==> config.mk <==
export PLATFORM = sky130hd
export DESIGN_NAME = aes_sbox_sched
export DESIGN_NICKNAME = d
export VERILOG_FILES = /design/src/rtl/aes_sbox_sched.sv
export SDC_FILE = /design/constraint.sdc
export NUM_CORES = 1
export LEC_CHECK = 0
export ABC_AREA = 1
export CORE_ASPECT_RATIO = 0.7
export CORE_MARGIN = 1
export CORE_UTILIZATION = 30
export DETAILED_ROUTE_END_ITERATION = 8
export GPL_ROUTABILITY_DRIVEN = 0
export GPL_TIMING_DRIVEN = 0
export HOLD_SLACK_MARGIN = 0.12
export RECOVER_POWER = 50
export SETUP_SLACK_MARGIN = 0.4
export SLEW_MARGIN = 10
export SYNTH_ARGS = -nofsm -noshare
export SYNTH_HDL_FRONTEND = slang
export SYNTH_SLANG_ARGS = --single-unit
==> constraint.sdc <==
create_clock -name ClkxCI -period 5.66 [get_ports ClkxCI]
set_clock_uncertainty 0.15 [all_clocks]
set_input_delay 0.566 -clock ClkxCI [delete_from_list [all_inputs] [get_ports ClkxCI]]
set_output_delay 0.566 -clock ClkxCI [all_outputs]
set_load 0.01 [all_outputs]
==> src/rtl/aes_sbox_sched.sv <==
// aes_sbox_sched
// Round-robin scheduler sharing one pipelined masked AES S-box between NREQ
// requesters. Each issue captures the winner's shared byte into the S-box
// input register and pushes a tag (valid, requester ID) into a pipeline whose
// depth matches the S-box latency. The returning shares are registered and
// routed back with the originating ID. Shares are never recombined here.
//
// Request/grant handshake: a requester raises ReqxSI[r] and keeps it high with
// stable data until it sees GntxSO[r]=1. Data is captured at the end of that
// cycle. While BusyxSO[r]=1 the requester is not granted again. Responses have
// no backpressure: RspValidxSO is a single-cycle pulse that must be accepted.
//
// Ports:
//   ClkxCI, RstxBI       clock (rising edge), asynchronous active-low reset
//   EnablexSI            allows new issue
//   ReqxSI, ReqDataxDI   per-requester request and shared input byte
//   GntxSO               one-hot grant (combinational, issue cycle)
//   RndValidxSI          fresh randomness available
//   RndConsumexSO        randomness word consumed on this edge
//   SboxInxDO            registered S-box input shares
//   SboxOutxDI           S-box output shares
//   RspValidxSO/IdxDO/DataxDO  response pulse, requester ID, masked result
//   BusyxSO              per-requester operation outstanding
//   IdlexSO              FSM idle and no operation in flight
//   DbgStatexDO          FSM state (0 IDLE, 1 RUN, 2 DRAIN)
module aes_sbox_sched #(
  parameter int SHARES   = 2,
  parameter int NREQ     = 4,
  parameter int SBOX_LAT = 4,
  parameter int IDW      = 2
) (
  input  logic                     ClkxCI,
  input  logic                     RstxBI,
  input  logic                     EnablexSI,
  input  logic [NREQ-1:0]          ReqxSI,
  input  logic [NREQ*8*SHARES-1:0] ReqDataxDI,
  output logic [NREQ-1:0]          GntxSO,
  input  logic                     RndValidxSI,
  output logic                     RndConsumexSO,
  output logic [8*SHARES-1:0]      SboxInxDO,
  input  logic [8*SHARES-1:0]      SboxOutxDI,
  output logic                     RspValidxSO,
  output logic [IDW-1:0]           RspIdxDO,
  output logic [8*SHARES-1:0]      RspDataxDO,
  output logic [NREQ-1:0]          BusyxSO,
  output logic                     IdlexSO,
  output logic [1:0]               DbgStatexDO
);

  localparam int DW   = 8 * SHARES;
  localparam int NTAG = SBOX_LAT + 1;
  localparam logic [IDW:0] NREQ_W = (IDW+1)'(NREQ);
  localparam logic [IDW-1:0] LAST_ID = IDW'(NREQ - 1);

  typedef enum logic [1:0] {
    ST_IDLE  = 2'd0,
    ST_RUN   = 2'd1,
    ST_DRAIN = 2'd2
  } state_e;

  state_e          state_q, state_d;
  logic [IDW-1:0]  ptr_q, ptr_d;
  logic [DW-1:0]   sbox_in_q, sbox_in_d;
  logic [NREQ-1:0] busy_q, busy_d;
  logic [NTAG-1:0] tag_vld_q, tag_vld_d;
  logic [IDW-1:0]  tag_id_q [NTAG];
  logic [IDW-1:0]  tag_id_d [NTAG];
  logic            rsp_vld_q, rsp_vld_d;
  logic [IDW-1:0]  rsp_id_q, rsp_id_d;
  logic [DW-1:0]   rsp_data_q, rsp_data_d;

  logic [NREQ-1:0] eligible;
  logic            found;
  logic [IDW-1:0]  winner;
  logic [IDW:0]    idx;
  logic            issue;
  logic            in_flight;

  // Round-robin search: first eligible requester at or after the pointer.
  always_comb begin
    eligible = ReqxSI & ~busy_q;
    found    = 1'b0;
    winner   = '0;
    idx      = '0;
    for (int i = 0; i < NREQ; i++) begin
      idx = {1'b0, ptr_q} + (IDW+1)'(i);
      if (idx >= NREQ_W) idx = idx - NREQ_W;
      if (!found && eligible[idx[IDW-1:0]]) begin
        found  = 1'b1;
        winner = idx[IDW-1:0];
      end
    end
  end

  assign in_flight = |tag_vld_q;
  assign issue     = (state_q == ST_RUN) && EnablexSI && RndValidxSI && found;

  always_comb begin
    state_d = state_q;
    case (state_q)
      ST_IDLE:  if (EnablexSI) state_d = ST_RUN;
      ST_RUN:   if (!EnablexSI) state_d = in_flight ? ST_DRAIN : ST_IDLE;
      ST_DRAIN: begin
        if (EnablexSI)       state_d = ST_RUN;
        else if (!in_flight) state_d = ST_IDLE;
      end
      default:  state_d = ST_IDLE;
    endcase
  end

  always_comb begin
    ptr_d      = ptr_q;
    sbox_in_d  = sbox_in_q;
    busy_d     = busy_q;
    tag_vld_d  = {tag_vld_q[NTAG-2:0], issue};
    tag_id_d[0] = winner;
    for (int k = 1; k < NTAG; k++) tag_id_d[k] = tag_id_q[k-1];
    // The last tag stage lines up with valid S-box output shares.
    rsp_vld_d  = tag_vld_q[NTAG-1];
    rsp_id_d   = rsp_id_q;
    rsp_data_d = rsp_data_q;
    if (tag_vld_q[NTAG-1]) begin
      rsp_id_d   = tag_id_q[NTAG-1];
      rsp_data_d = SboxOutxDI;
      busy_d[tag_id_q[NTAG-1]] = 1'b0;
    end
    // Without an issue the S-box input is held so no share toggles occur.
    if (issue) begin
      ptr_d          = (winner == LAST_ID) ? '0 : winner + 1'b1;
      sbox_in_d      = ReqDataxDI[winner*DW +: DW];
      busy_d[winner] = 1'b1;
    end
  end

  always_ff @(posedge ClkxCI or negedge RstxBI) begin
    if (!RstxBI) begin
      state_q    <= ST_IDLE;
      ptr_q      <= '0;
      sbox_in_q  <= '0;
      busy_q     <= '0;
      tag_vld_q  <= '0;
      for (int k = 0; k < NTAG; k++) tag_id_q[k] <= '0;
      rsp_vld_q  <= 1'b0;
      rsp_id_q   <= '0;
      rsp_data_q <= '0;
    end else begin
      state_q    <= state_d;
      ptr_q      <= ptr_d;
      sbox_in_q  <= sbox_in_d;
      busy_q     <= busy_d;
      tag_vld_q  <= tag_vld_d;
      for (int k = 0; k < NTAG; k++) tag_id_q[k] <= tag_id_d[k];
      rsp_vld_q  <= rsp_vld_d;
      rsp_id_q   <= rsp_id_d;
      rsp_data_q <= rsp_data_d;
    end
  end

  assign GntxSO        = issue ? (NREQ'(1) << winner) : '0;
  assign RndConsumexSO = issue;
  assign SboxInxDO     = sbox_in_q;
  assign RspValidxSO   = rsp_vld_q;
  assign RspIdxDO      = rsp_id_q;
  assign RspDataxDO    = rsp_data_q;
  assign BusyxSO       = busy_q;
  assign IdlexSO       = (state_q == ST_IDLE) && !in_flight;
  assign DbgStatexDO   = state_q;

endmodule

-- After elaboration in Yosys (flattened, before gate mapping)
Index checks and enable logic that the tools add are counted.
- register bits: 58
- input port bits: 88
- output and inout bits: 47
- add/subtract/negate cells: 8
- magnitude comparators: 12
- equality and inequality tests: 6
- shift operators: 2
- muxes and demuxes: 34
- bitwise operators: 5
- reductions and logical operators: 16
- operator list (cell ; count):
    indexed part select 64 x 7 -> 16 bit ; 1
    2-to-1 mux 2 bit ; 14
    less-than comparator 2 x 3 -> 1 bit (second input constant) ; 6
    2-to-1 mux 4 bit ; 3
    2-to-1 mux 1 bit ; 10
    greater-or-equal comparator 3 bit (second input constant) ; 3
    logical AND 1 bit ; 9
    bitwise AND 4 bit ; 2
    binary-select mux 1 bit (select 2 bit) ; 4
    NOT 4 bit ; 2
    subtractor 2 x 1 -> 2 bit (second input constant) ; 4
    adder 2 x 2 -> 3 bit (second input constant) ; 2
    one-hot mux 2 bit (3 select lines) ; 1
    OR reduction 5 bit ; 1
    demux 1 bit (select 2 bit) ; 2
    equality test 2 bit (second input constant) ; 2
    greater-or-equal comparator 2 x 1 -> 1 bit (second input constant) ; 2
    logical NOT 1 bit ; 4
    != test 2 bit (second input constant) ; 2
    OR 4 bit ; 1
    << shifter 1 x 2 -> 4 bit (first input constant) ; 1
    adder 2 x 1 -> 3 bit (second input constant) ; 1
    greater-or-equal comparator 2 x 3 -> 1 bit (second input constant) ; 1
    != test 3 bit (second input constant) ; 1
    other kinds (4) ; 4

-- Logic depth before layout (Yosys ltp)
- depth after elaboration: 20
- depth in mapped cells: 16
- gate-level depth less buffers: 14

-- Worst setup path before layout
No wires, ideal clock.
- path type: input to output
- start: in ReqxSI[3]
- end: out GntxSO[3]
- arrival: 1.690 ns
- path slack: 3.254 ns
- cell stages on the path: 10
- path buffers: 1
- path through: nand3_1 nand3_1 nand2_2 nand4_1 nor2_1 nor2_4 inv_2 buf_4 nand2_1 nor2_1
- RTL lines (element ; line ; text):
    start, declared ; 35 ; input logic [NREQ-1:0] ReqxSI,
    end, declared ; 37 ; output logic [NREQ-1:0] GntxSO,

-- Worst setup path after layout
- start: in ReqxSI[3]
- end: out GntxSO[0]
- cells in the longest elaborated chain, start to end: 15
- elaborated cells between the ends (all ways): 26
- those cells by class: shift: 1; mux: 17; bitwise: 1; reduce/logical: 7
- RTL lines (element ; line ; text):
    bitwise AND 4 bit * ; 81 ; eligible = ReqxSI & ~busy_q;
    binary-select mux 1 bit (select 2 bit) ; 88 ; if (!found && eligible[idx[IDW-1:0]]) begin
    2-to-1 mux 1 bit (not written as such) ; 88 ;
    2-to-1 mux 1 bit ; 88 ;
    logical NOT 1 bit ; 88 ;
    logical AND 1 bit ; 88 ;
    2-to-1 mux 1 bit ; 88 ;
    logical NOT 1 bit ; 88 ;
    logical AND 1 bit ; 88 ;
    2-to-1 mux 1 bit ; 88 ;
    logical NOT 1 bit ; 88 ;
    logical AND 1 bit ; 88 ;
    2-to-1 mux 2 bit or 2-to-1 mux 1 bit (tied branches) ; 88 ;
    << shifter 1 x 2 -> 4 bit or logical AND 1 bit (tied branches) ; 159, 96 ;
    2-to-1 mux 4 bit * ; 159 ; assign GntxSO = issue ? (NREQ'(1) << winner) : '0;
Mark *: on every way between the ends. The rest lies on a longest branch, timed or not. The select of a mux whose other input is x is not followed.

==> metrics.yaml <==
yosys:
  ys_seq_area_share_pct: 48.1
  syn_area_sq_um: 3020
  ys_ff_latch: 58
  ys_types: 27
  synthCells: 412
  synthTopCellsByCount: "nand2_1, dfrtp_1, nand3_1"
  synth_top_flop_cell: "dfrtp_1"
  synth_most_common_cell: "nand2_1"
  synth.avg_cell_area_sq_um: 7.33
  synth_top_area_share_pct: 48.1
  yosys.area.top_type: "dfrtp_1"
  ys_warn_count: 0
  ys_async_sr_fraction_pct: 100
  synth_edf_count: 0
  synth_nets: 500
  synthTopCellsByArea: "dfrtp_1, nand2_1, nand3_1"
global_routing:
  antenna_found_initial: 0
  grt_start_max_net_pins: 59
  grt-ovfl-total: 0
  grt_pass1_vias: 3145
  grt_pass1_wl_um: 14800
  grt_usage_pct: 18.2
sta:
  finalCriticalPeriod_ns: 3.74
  layout_setup_ws_ns: 1.92
  worst_pin_slew_ns: 3.00
  fmax_mhz: 267
  hold_viol: 0
  timing.final.crit_share_pct: 66.1
  drv_slew: 59
  setup_viol: 0
  rsz0062_at_grt: "false"
  fin_tns_setup_ns: 0
  timing.slew.headroom_pct: -100
status:
  violations: "capacitance limit, slew limit"
  status: "complete, but fails checks"
worst_setup_path:
  crit_buf_inv: 4
  path_max_fanout: 10
  slowest_delay_ns: 0.55
  cp.required_ns: 4.94
  path_delay_family: "buffers and inverters"
  path_class: "primary input to output pin"
  crit_chain: "clkdlybuf4s50_1 -> nand3_1 -> nand3_1 -> nand2_2 -> nand4_1 -> nand3_2 -> inv_2 -> buf_2 -> nand2_1 -> nor2_1 -> clkdlybuf4s50_1"
  critPathLaunch: "ReqxSI[3]"
  crit_path_top_delay_cell: "clkdlybuf4s50_1"
  critPathArrivalTime_ns: 3.03
  setup.worst_path.start_class: "primary input"
  rr_startpoint: "ptr_q[0]"
  reg2reg_slack_ns: 3.39
  cp-end-kind: "output pin"
layout:
  fin_nets: 645
  diodes: 0
  syn2layout_area_growth_pct: 60.6
  drive_above_1_share_pct: 7.65
  fillerInstances: 933
detailed_routing:
  ant_nets: 0
  viasPerCell: 4.50
  drc: 0
  vias: 3108
  dr.first_iter.drc_count: 157
  wire_per_inst_um: 13.0
  drt_wl_total_um: 8970
  firstDrtPassIters: 4
power:
  p_per_area_nw_per_um2: 229
  leakagePower_nw: 2.45
  vdd_ir_drop_max_mv: 0.146
die:
  dieArea_sq_um: 10500
  die_height_um: 85.9
  io_pins: 135
  rows: 30
  initial_core_util_pct: 31.1
  core_sq_um: 9720
  die_width_um: 122
placement:
  dp.final_hpwl_um: 6970
  io_buffer_count: 134
  post-place-ws_ns: 1.92
min_path:
  hold_class: "register to register"
  worstHoldStart: "tag_id_d[7]"
clocking:
  clk_latency_ns: 0.32
  cts_hold_buf: 0
  cts_buffers: 9
  post_cts_buffers: 0
  cts_tree: "done"
  clkSlewWorstSetupHoldPaths_ns: 0.05
  postCtsResizedCells: 0
  clkSinkCount: 58
  root_buffer: "clkbuf_16"
  htree_levels: 3
  clk_path_buf_depth: 2
job:
  maxCapViolCount: 1
[area by class of cell]
class | count | area (sq um) | share of cell area (%)
well taps | 128 | 160 | 3.30
repair buffers | 134 | 1340 | 27.5
inverters | 33 | 126 | 2.61
flip-flops and latches | 58 | 1450 | 29.9
multi-input cells | 302 | 1330 | 27.4
clock buffers | 10 | 229 | 4.72
plain buffers | 19 | 111 | 2.30
clock inverters | 6 | 105 | 2.17
[final timing paths]
check                                end  cells after the start
max                            GntxSO[0]                     11
min                          tag_id_d[5]                      0
max reg2reg                     ptr_q[1]                     12
min reg2reg                  tag_id_d[5]                      0
max in group asynchronous  SboxInxDO[13]                      1
min in group asynchronous   SboxInxDO[0]                      1
[cells in the final DEF (no fill, tap or decap), drive strengths merged]
| cell | instances |
|---|---|
| o22ai | 1 |
| o211ai | 1 |
| bufinv | 3 |
| nand4 | 3 |
| a21oi | 1 |
| a2111oi | 1 |
| nor3 | 2 |
| buf | 15 |
| dlygate4sd3 | 1 |
| nand3 | 54 |
| nor3b | 1 |
| clkdlybuf4s50 | 132 |
| and3 | 1 |
| inv | 32 |
| nand2 | 210 |
| nand3b | 16 |
| o21ai | 4 |
| clkbuf | 15 |
| nor2 | 7 |
| dfrtp | 58 |
| clkinv | 4 |
[routing by layer]
layer,GRT usage (%),vias to the layer above,wire [um]
met4,3.70,0,57
met3,6.05,8,689
met2,27.9,100,3880
met1,24.8,1420,4340
met5,0,-,0
li1,-,1580,-
[power by group]
part | switching [W] | total, W | internal [W] | leakage, nW
Sequential | 0.000000322 | 0.000416 | 0.000416 | 0.693
Combinational | 0.0000271 | 0.0000889 | 0.0000617 | 1.59
Clock | 0.000179 | 0.000606 | 0.000427 | 0.166
Total | 0.000207 | 0.00111 | 0.000904 | 2.45
[metrics by stage]
step                      hold WS, ns  utilization [%]  total power, W  instance area, sq um  std cells
after floorplan                 0.120                -        0.000440                  3020        412
final                           0.190             49.9         0.00111                  4850        690
after global routing            0.211             49.9         0.00116                  4850        690
after global placement          0.184             46.5        0.000514                  4520        674
after detailed placement        0.185             46.5        0.000513                  4520        674
after CTS                       0.187             49.9         0.00112                  4850        690
[cells by family after synthesis]
kind of cell | count (synthesis) | share of synthesized area (%)
simple gates | 294 | 42.5
flops | 58 | 48.1
buf+inv | 52 | 7.87
compound gates | 8 | 1.57
[flip-flops by register name, indices dropped and copies added, names as in the netlist, 4 cells and up]
register    count
BusyxSO         4
tag_id_d        8
RspDataxDO     16
SboxInxDO      16
tag_vld_q       5
[worst reg2reg max path, stage by stage, from the launching register on]
cell and delay [ns]:
dfrtp_1 0.37, buf_6 0.14, inv_4 0.08, nand3_1 0.11, nand3_1 0.11, nand2_2 0.11, a21oi_1 0.20, nand2_2 0.15
nand2_4 0.14, buf_4 0.20, inv_2 0.06, nand3_1 0.18, o211ai_1 0.13
Power figures use the tool's default switching activity.
